--- src/rtl/brute_force_matcher_multi_slot_buffer_control.sv ---
// Purpose: ring of keypoint descriptor slots preloaded from the secondary sync FIFO while the matcher reads another slot.
// Latency: load init one cycle after trigger, RAM writes from the next cycle, slot valid C_ELEMS_PER_KP+2 cycles after trigger.
// Backpressure: buffer_load_valid low stalls a load indefinitely; a full ring holds off new loads until keypoint_advance.
module brute_force_matcher_multi_slot_buffer_control #(
   parameter int C_NUM_SLOTS           = 2,
   parameter int C_ELEMS_PER_KP        = 4,
   parameter int C_SEC_DESC_FIFO_DEPTH = 32,
   parameter int C_FIFO_COUNT_WIDTH    = 18,
   localparam int SLOT_W = (C_NUM_SLOTS > 1) ? $clog2(C_NUM_SLOTS) : 1,
   localparam int ADDR_W = $clog2(C_ELEMS_PER_KP),
   localparam int OCC_W  = $clog2(C_NUM_SLOTS + 1)
) (
   input  logic                          clk,
   input  logic                          rst,
   input  logic                          flush,
   input  logic [C_FIFO_COUNT_WIDTH-1:0] fifo_count,
   output logic                          queue_depleted,
   output logic                          queue_space_available,
   input  logic                          keypoint_advance,
   output logic                          descriptor_valid,
   output logic [SLOT_W-1:0]             rd_slot,
   output logic                          buffer_load_init,
   output logic                          buffer_load_enable,
   input  logic                          buffer_load_valid,
   output logic [SLOT_W-1:0]             buffer_load_slot,
   output logic [ADDR_W-1:0]             buffer_load_addr,
   output logic [OCC_W-1:0]              occupancy
);

   // Space check is done one bit wider and signed so an over-full count reads as "no space" instead of wrapping.
   localparam int CW = C_FIFO_COUNT_WIDTH + 1;
   localparam logic signed [CW-1:0]         DEPTH_S   = CW'(C_SEC_DESC_FIFO_DEPTH);
   localparam logic signed [CW-1:0]         NEED_S    = CW'(2 * C_ELEMS_PER_KP);
   localparam logic [OCC_W-1:0]             OCC_FULL  = OCC_W'(C_NUM_SLOTS);
   localparam logic [C_FIFO_COUNT_WIDTH-1:0] KP_WORDS = C_FIFO_COUNT_WIDTH'(C_ELEMS_PER_KP);
   localparam logic [ADDR_W-1:0]            LAST_ADDR = ADDR_W'(C_ELEMS_PER_KP - 1);

   typedef enum logic [1:0] {
      ST_IDLE,
      ST_INIT,
      ST_LOAD,
      ST_SETTLE
   } state_t;

   state_t                 state;
   logic [SLOT_W-1:0]      wr_ptr;
   logic [SLOT_W-1:0]      rd_ptr;
   logic [ADDR_W-1:0]      load_count;
   logic                   load_start;
   logic                   load_done;
   logic                   advance_ok;
   logic signed [CW-1:0]   space_diff;

   // Slot count is a power of two, so pointer wrap is the natural carry-out (a single slot never moves).
   function automatic logic [SLOT_W-1:0] ptr_inc(input logic [SLOT_W-1:0] p);
      if (C_NUM_SLOTS == 1) return '0;
      return p + 1'b1;
   endfunction

   assign load_start = (occupancy < OCC_FULL) && (fifo_count >= KP_WORDS);
   assign load_done  = (state == ST_LOAD) && buffer_load_valid && (load_count == LAST_ADDR);
   assign advance_ok = keypoint_advance && (occupancy != '0);

   assign space_diff            = DEPTH_S - $signed({1'b0, fifo_count});
   assign queue_space_available = (space_diff >= NEED_S);

   assign descriptor_valid = (occupancy != '0);
   assign queue_depleted   = (occupancy == '0) && (state == ST_IDLE);
   assign rd_slot          = rd_ptr;
   assign buffer_load_addr = load_count;
   assign buffer_load_slot = wr_ptr;

   // Loader FSM: trigger, init pulse, counted write beats into the write slot, then one settle cycle for fifo_count.
   always_ff @(posedge clk or posedge rst) begin
      if (rst) begin
         state              <= ST_IDLE;
         load_count         <= '0;
         wr_ptr             <= '0;
         buffer_load_init   <= 1'b0;
         buffer_load_enable <= 1'b0;
      end else if (flush) begin
         state              <= ST_IDLE;
         load_count         <= '0;
         wr_ptr             <= '0;
         buffer_load_init   <= 1'b0;
         buffer_load_enable <= 1'b0;
      end else begin
         buffer_load_init <= 1'b0;
         case (state)
            ST_IDLE: begin
               buffer_load_enable <= 1'b0;
               if (load_start) begin
                  state            <= ST_INIT;
                  buffer_load_init <= 1'b1;
               end
            end
            ST_INIT: begin
               load_count         <= '0;
               buffer_load_enable <= 1'b1;
               state              <= ST_LOAD;
            end
            ST_LOAD: begin
               if (buffer_load_valid) begin
                  if (load_count == LAST_ADDR) begin
                     load_count         <= '0;
                     wr_ptr             <= ptr_inc(wr_ptr);
                     buffer_load_enable <= 1'b0;
                     state              <= ST_SETTLE;
                  end else begin
                     load_count <= load_count + 1'b1;
                  end
               end
            end
            ST_SETTLE: begin
               state <= ST_IDLE;
            end
            default: begin
               state              <= ST_IDLE;
               buffer_load_enable <= 1'b0;
            end
         endcase
      end
   end

   // Occupancy and read pointer: a completed load and an accepted advance in the same cycle cancel out.
   always_ff @(posedge clk or posedge rst) begin
      if (rst) begin
         occupancy <= '0;
         rd_ptr    <= '0;
      end else if (flush) begin
         occupancy <= '0;
         rd_ptr    <= '0;
      end else begin
         case ({load_done, advance_ok})
            2'b10:   occupancy <= occupancy + 1'b1;
            2'b01:   occupancy <= occupancy - 1'b1;
            default: occupancy <= occupancy;
         endcase
         if (advance_ok) rd_ptr <= ptr_inc(rd_ptr);
      end
   end

endmodule

--- config.mk ---
export PLATFORM = sky130hd
export DESIGN_NAME = brute_force_matcher_multi_slot_buffer_control
export DESIGN_NICKNAME = d
export VERILOG_FILES = /design/src/rtl/brute_force_matcher_multi_slot_buffer_control.sv
export SDC_FILE = /design/constraint.sdc
export NUM_CORES = 1
export LEC_CHECK = 0
export CORE_UTILIZATION = 41
export CTS_CLUSTER_DIAMETER = 30
export DETAILED_ROUTE_END_ITERATION = 10
export PLACE_DENSITY = 0.83
export SYNTH_ARGS = -nofsm -noshare
export SYNTH_HDL_FRONTEND = slang
export SYNTH_SLANG_ARGS = --single-unit
--- constraint.sdc ---
create_clock -name clk -period 4.35 [get_ports clk]
set_clock_uncertainty 0.05 [all_clocks]
set_input_delay 1.305 -clock clk [delete_from_list [all_inputs] [get_ports clk]]
set_output_delay 1.305 -clock clk [all_outputs]
set_load 0.02 [all_outputs]
==> metrics.txt, run 1 <==
status finished clean; CTS tree done; Worst-Margin Slew 0.444 ns; final setup violation count 0; Ant. Diodes 0; 1st-iter DRT viols 8; initial core utilization a little over two fifths; CTS buffer count 3; Die X-Extent 42.1 um; fin crit share between 90% and 100%; Post-CTS Setup Repair Bufs 0; DR DRC count 0; Distinct cells, synth 27; Die ar. 1770 um2; Cell Rows 14; synthesized instance count 76; syn nets 103; CP max stage cell clkdlybuf4s50_1; Worst Path Required 2.99 ns; CP Capture Type output pin; Avg Synthesized Cell Area approximately 8.7 um2; # fillers 118; core area 1510 um2; Sw Share approximately 36%; Clock Pin Slew Worst Setup and Hold Paths 0.05 ns; vias in the first global route 691; FF+latch area between 200 and 300 um2; endpoints failing hold 0; post-synth top area cell dfrtp_1; placed insts 127; normalized max-slew margin 70.2%; area of the multi-input gates about 390 um2; final core utilization 69.4%; Wirelength per Cell 12.7 um; maximum VDD drop 246 uV; Total GRT Usage 21.9%; most used cell, CP or3_1; fin crit period 4.26 ns; clock share of power approximately 18%; Die Y-Extent roughly 42 um; Layout Cells excl Fill 130; first-pass GRT wire length ~3000 um; Pint 222 uW; routed wire length approximately 1600 um; final hold slack 0.490 ns; IO buf count 33; final std cell area, no fill 1040 um2; CP startpoint kind primary input; hold bufs inserted after CTS 0; max-cap violations 0; worst-case clock buffer depth 2; Via density 5.25; drt first pass iters 6; Reg power frac 33.9%; dpl hpwl 1400 um; Critical Path, Cell by Cell clkdlybuf4s50_1 > or3_1 > or3_1 > a22o_1 > a21oi_1 > buf_2; Post-Synthesis Cell Area 658 um2; net count reported at finish 143; Sink Count 10; CP max stage delay approximately 0.4 ns; post-CTS sizing 4; crit path DAT 2.90 ns; switching power total between 100 and 150 uW; H-tree depth 1; Leak approximately 0.43 nW; Area after DPL between 1000 and 1500 um2; register area share after synthesis about two fifths; Hold Crit Class flop to flop; top cell type's share of synthesized area between 30% and 40%; Layout area overhead 58.7%; gp weighted congestion 0.737; Overflow after GRT 0; Comb power frac 48.4%; largest cells by area after synthesis dfrtp_1 (38%), nor2_1 (8.0%), ha_1 (7.6%); clk_lat worst skew 0.27 ns; Fmax between 0.2 and 0.25 GHz; YS warnings 0; crit-path max FO 2; root buf cell clkbuf_4; unrepaired setup endpoints after global routing no; PwrDens 331 nW/um2; kind of critical path primary input to output pin; pin count of the biggest net entering global routing 11; count of pins over their slew limit 0; initial antenna violation count 0; Top Ports 34; share of layout cells above drive strength 1 10.5%; Final ANT Viol Nets 0; post-synthesis register bit count 10; Total Power about 350 uW; detailed-route via count roughly 700
## worst max-delay path: cells and delay by family
family                 cells  cell delay, ns
AO/OA/AOI/OAI              2            0.32
buffers and inverters      2            0.59
AND/OR/NAND/NOR            2            0.70
## routing by layer
layer | share of wire (%) | track usage (%) | wire length, um | vias up
li1 | - | - | - | 345
met1 | 43 | 24.7 | 709 | 321
met2 | 52 | 37.2 | 865 | 12
met3 | 3.2 | 8.62 | 52 | 4
met4 | 1.2 | 8.13 | 20 | 0
met5 | 0 | 0 | 0 | -
## worst paths after layout
kind,from,to,slack (ns),cells after the start
max,fifo_count[0],queue_space_available,0.09,6
min in group asynchronous,rst,occupancy[1],1.28,2
max in group asynchronous,rst,state[0],2.69,2
min reg2reg,buffer_load_enable,buffer_load_enable,0.49,2
min,buffer_load_enable,buffer_load_enable,0.49,2
max reg2reg,state[0],state[1],2.87,6
## power groups by stage
stage | sequential, mW | combinational (mW) | clock [mW]
5_1_grt | 0.119 | 0.181 | 0.0682
2_1_floorplan | 0.127 | 0.0876 | 0
3_5_place_dp | 0.119 | 0.166 | 0
4_1_cts | 0.117 | 0.167 | 0.0638
6_report | 0.117 | 0.167 | 0.0613
3_3_place_gp | 0.118 | 0.158 | 0
## cell families after synthesis
group	after synthesis	synth area share (%)
xor+xnor	5	6.66
simple gates	37	27.9
flops	10	38.0
fa+ha+maj	4	7.60
compound gates	12	13.3
buf+inv	6	3.42
mux	2	3.04
## synth_stat cells
cell / number
nor4b_1: 1
or3_1: 2
nand2b_1: 1
nand2_1: 8
nor2b_1: 2
nor3_1: 3
a32oi_1: 2
o21ai_0: 4
or2_2: 1
a21oi_1: 2
a22oi_1: 1
xnor2_1: 3
buf_1: 1
a31o_2: 1
a22o_1: 1
xor2_1: 2
mux2i_1: 2
nor2_1: 14
nor4_2: 1
nand4_1: 1
dfrtp_1: 10
nand3_1: 1
ha_1: 4
o221ai_2: 1
nor3_2: 1
inv_1: 5
nor4_1: 1
## final cells by class
cell class | count | share of cell area [%]
Timing Repair Buffer | 36 | 33.3
Multi-Input combinational cell | 60 | 36.9
Inverter | 5 | 1.80
Tap cell | 16 | 1.92
Sequential cell | 10 | 24.0
Clock buffer | 3 | 2.16
## through the flow
stage	setup TNS (ns)	worst slack [ns]
2_1_floorplan	0	0.496
3_3_place_gp	-0.331	-0.331
3_5_place_dp	-0.336	-0.336
4_1_cts	0	0.0877
5_1_grt	0	0.00638
6_report	0	0.0905
## layout by cell type, fill, tap and decap left out
cell and instances:
o221ai_2 1, a32oi_1 2, nand2_1 8, or3_1 2, mux2i_1 2, nand3_1 1, nand4_1 1, xnor2_1 3
nor4_2 1, nor4b_1 1, clkbuf_4 3, o21ai_0 4, ha_1 4, nor3_1 3, a22oi_1 1, dfrtp_1 10
nor2_1 14, buf_4 3, nor3_2 1, a22o_1 1, nor4_1 1, a31o_2 1, or2_2 1, a21oi_1 2
inv_1 5, nand2b_1 1, xor2_1 2, buf_2 1, clkdlybuf4s50_1 32, nor2b_1 2
## sequential cells by signal, summed over array words and instances (netlist names)
| name | flops |
|---|---|
| rd_slot | 1 |
| buffer_load_enable | 1 |
| state | 2 |
| buffer_load_init | 1 |
| buffer_load_addr | 2 |
| buffer_load_slot | 1 |
| occupancy | 2 |
Note: power is estimated with default switching activity, not from simulation.
==> inputs of run 2 (changes only) <==
--- a/config.mk
+++ b/config.mk
@@ -8,6 +8,7 @@
 export CORE_UTILIZATION = 41
 export CTS_CLUSTER_DIAMETER = 30
 export DETAILED_ROUTE_END_ITERATION = 10
+export GPL_TIMING_DRIVEN = 0
 export PLACE_DENSITY = 0.83
 export SYNTH_ARGS = -nofsm -noshare
 export SYNTH_HDL_FRONTEND = slang
==> run 2 against run 1 <==
  * First-iteration DRC count is 88% higher
  * Global-route usage decreased by 0.48 points
  * Register-to-register slack about the same
  * Hold slack got worse by 0.0033 ns
  * Sequential share of layout area up 0.53 points
  * Final cell count fell by 2.3%
  * Critical path depth unchanged
  * Utilization is 1.5 points lower
  * Critical endpoint unchanged
  * Highest routed layer unchanged
==> metrics.txt, run 2 (synthesis results as in run 1) <==
max-cap violations 0; crit-path max FO 2; Layout Cells excl Fill around 130; clk_lat worst skew about 0.27 ns; commonest non-fill, non-tap cell in the layout clkdlybuf4s50_1; first-pass GRT wire length 2860 um; vias in the first global route 683; Ant. Diodes 0; Wirelength per Cell about 13 um; routed wire length about 1600 um; normalized max-slew margin between 60% and 70%; initial core utilization 43.7%; PwrDens 334 nW/um2; DR DRC count 0; CP max stage delay between 0.4 and 0.5 ns; Fmax 0.235 GHz; initial antenna violation count 0; Die X-Extent 42.1 um; unrepaired setup endpoints after global routing no; IO buf count 32; Clock Pin Slew Worst Setup and Hold Paths 0.06 ns; dpl hpwl between 1000 and 1500 um; Post-CTS Setup Repair Bufs 0; Hold Crit Class flop to flop; Via density 5.28; fin crit period about 4.3 ns; commonest non-fill, non-tap cells in the layout clkdlybuf4s50_1 (31), nor2_1 (14), dfrtp_1 (10); Total Power 342 uW; H-tree depth 1; Layout area overhead 55.3%; Top Ports 34; worst-case clock buffer depth 2; gp weighted congestion ~0.74; core area 1510 um2; Sink Count 10; 1st-iter DRT viols 15; fin crit share 97.9%; Die ar. 1770 um2; final core utilization 67.9%; Total GRT Usage 21.4%; CTS tree done; drt first pass iters 4; Die Y-Extent 42.1 um; net count reported at finish 140; Final ANT Viol Nets 0; share of layout cells above drive strength 1 a little under a tenth; CP max stage cell clkdlybuf4s50_1; pin count of the biggest net entering global routing 11; count of pins over their slew limit 0; CP Capture Type output pin; final setup violation count 0; final std cell area, no fill 1020 um2; Worst Path Required 2.99 ns; CP startpoint kind primary input; Cell Rows 14; Leak slightly above 0.4 nW; crit path DAT a little under 3 ns; maximum VDD drop 257 uV; Area after DPL 998 um2; kind of critical path primary input to output pin; status finished clean; detailed-route via count between 600 and 700; most used cell, CP or3_1; root buf cell clkbuf_4; # fillers 122; CTS buffer count 3; endpoints failing hold 0; Critical Path, Cell by Cell clkdlybuf4s50_1 > or3_1 > or3_1 > a22o_1 > a21oi_2 > buf_4; Worst-Margin Slew 0.447 ns; Overflow after GRT 0; placed insts around 120
[run 2: area by class of cell]
cell class | instances | area [um2] | share of cell area (%)
Buffer | 1 | 3.75 | 0.367
Clock buffer | 3 | 22.5 | 2.20
Inverter | 5 | 18.8 | 1.84
Multi-Input combinational cell | 60 | 389 | 38.1
Sequential cell | 10 | 250 | 24.5
Tap cell | 16 | 20.0 | 1.96
Timing Repair Buffer | 32 | 318 | 31.1
[run 2: final timing paths]
path | startpoint | end | slack [ns] | cells after the start
max | fifo_count[2] | queue_space_available | 0.09 | 6
min reg2reg | rd_slot | rd_slot | 0.49 | 2
max in group asynchronous | rst | state[1] | 2.71 | 2
min | rd_slot | rd_slot | 0.49 | 2
max reg2reg | state[0] | occupancy[1] | 2.87 | 6
min in group asynchronous | rst | occupancy[0] | 1.26 | 2
[run 2: through the flow]
step / TNS, ns / hold slack [ns] / setup slack [ns]
2_1_floorplan: 0 / 0.466 / 0.496
3_5_place_dp: -0.382 / 0.474 / -0.382
6_report: 0 / 0.486 / 0.0915
4_1_cts: 0 / 0.493 / 0.0550
3_3_place_gp: -0.360 / 0.472 / -0.360
5_1_grt: 0 / 0.508 / 0.0133
[run 2: worst max-delay path, delay by kind of cell]
kind	cells	cell delay, ns
and+or+nand+nor	2	0.70
buffers and inverters	2	0.57
AOI/OAI and AO/OA	2	0.32
[run 2: timing repair]
item                                    4_1_cts  5_1_grt
pin swaps                                     0        0
hold buffers                                  0        0
gates resized for setup                       4        2
endpoints found under the setup margin        1        1
[run 2: power by group]
group	internal [mW]	switching, mW	leakage (nW)
combinational	0.0793	0.0846	0.266
sequential	0.108	0.00837	0.136
clock	0.0318	0.0292	0.0138
[run 2: layer usage]
metal	share of wire, %	GRT usage [%]
met1	40	25.5
met2	53	35.6
met3	6.2	8.62
met4	1.2	6.25
met5	0	0
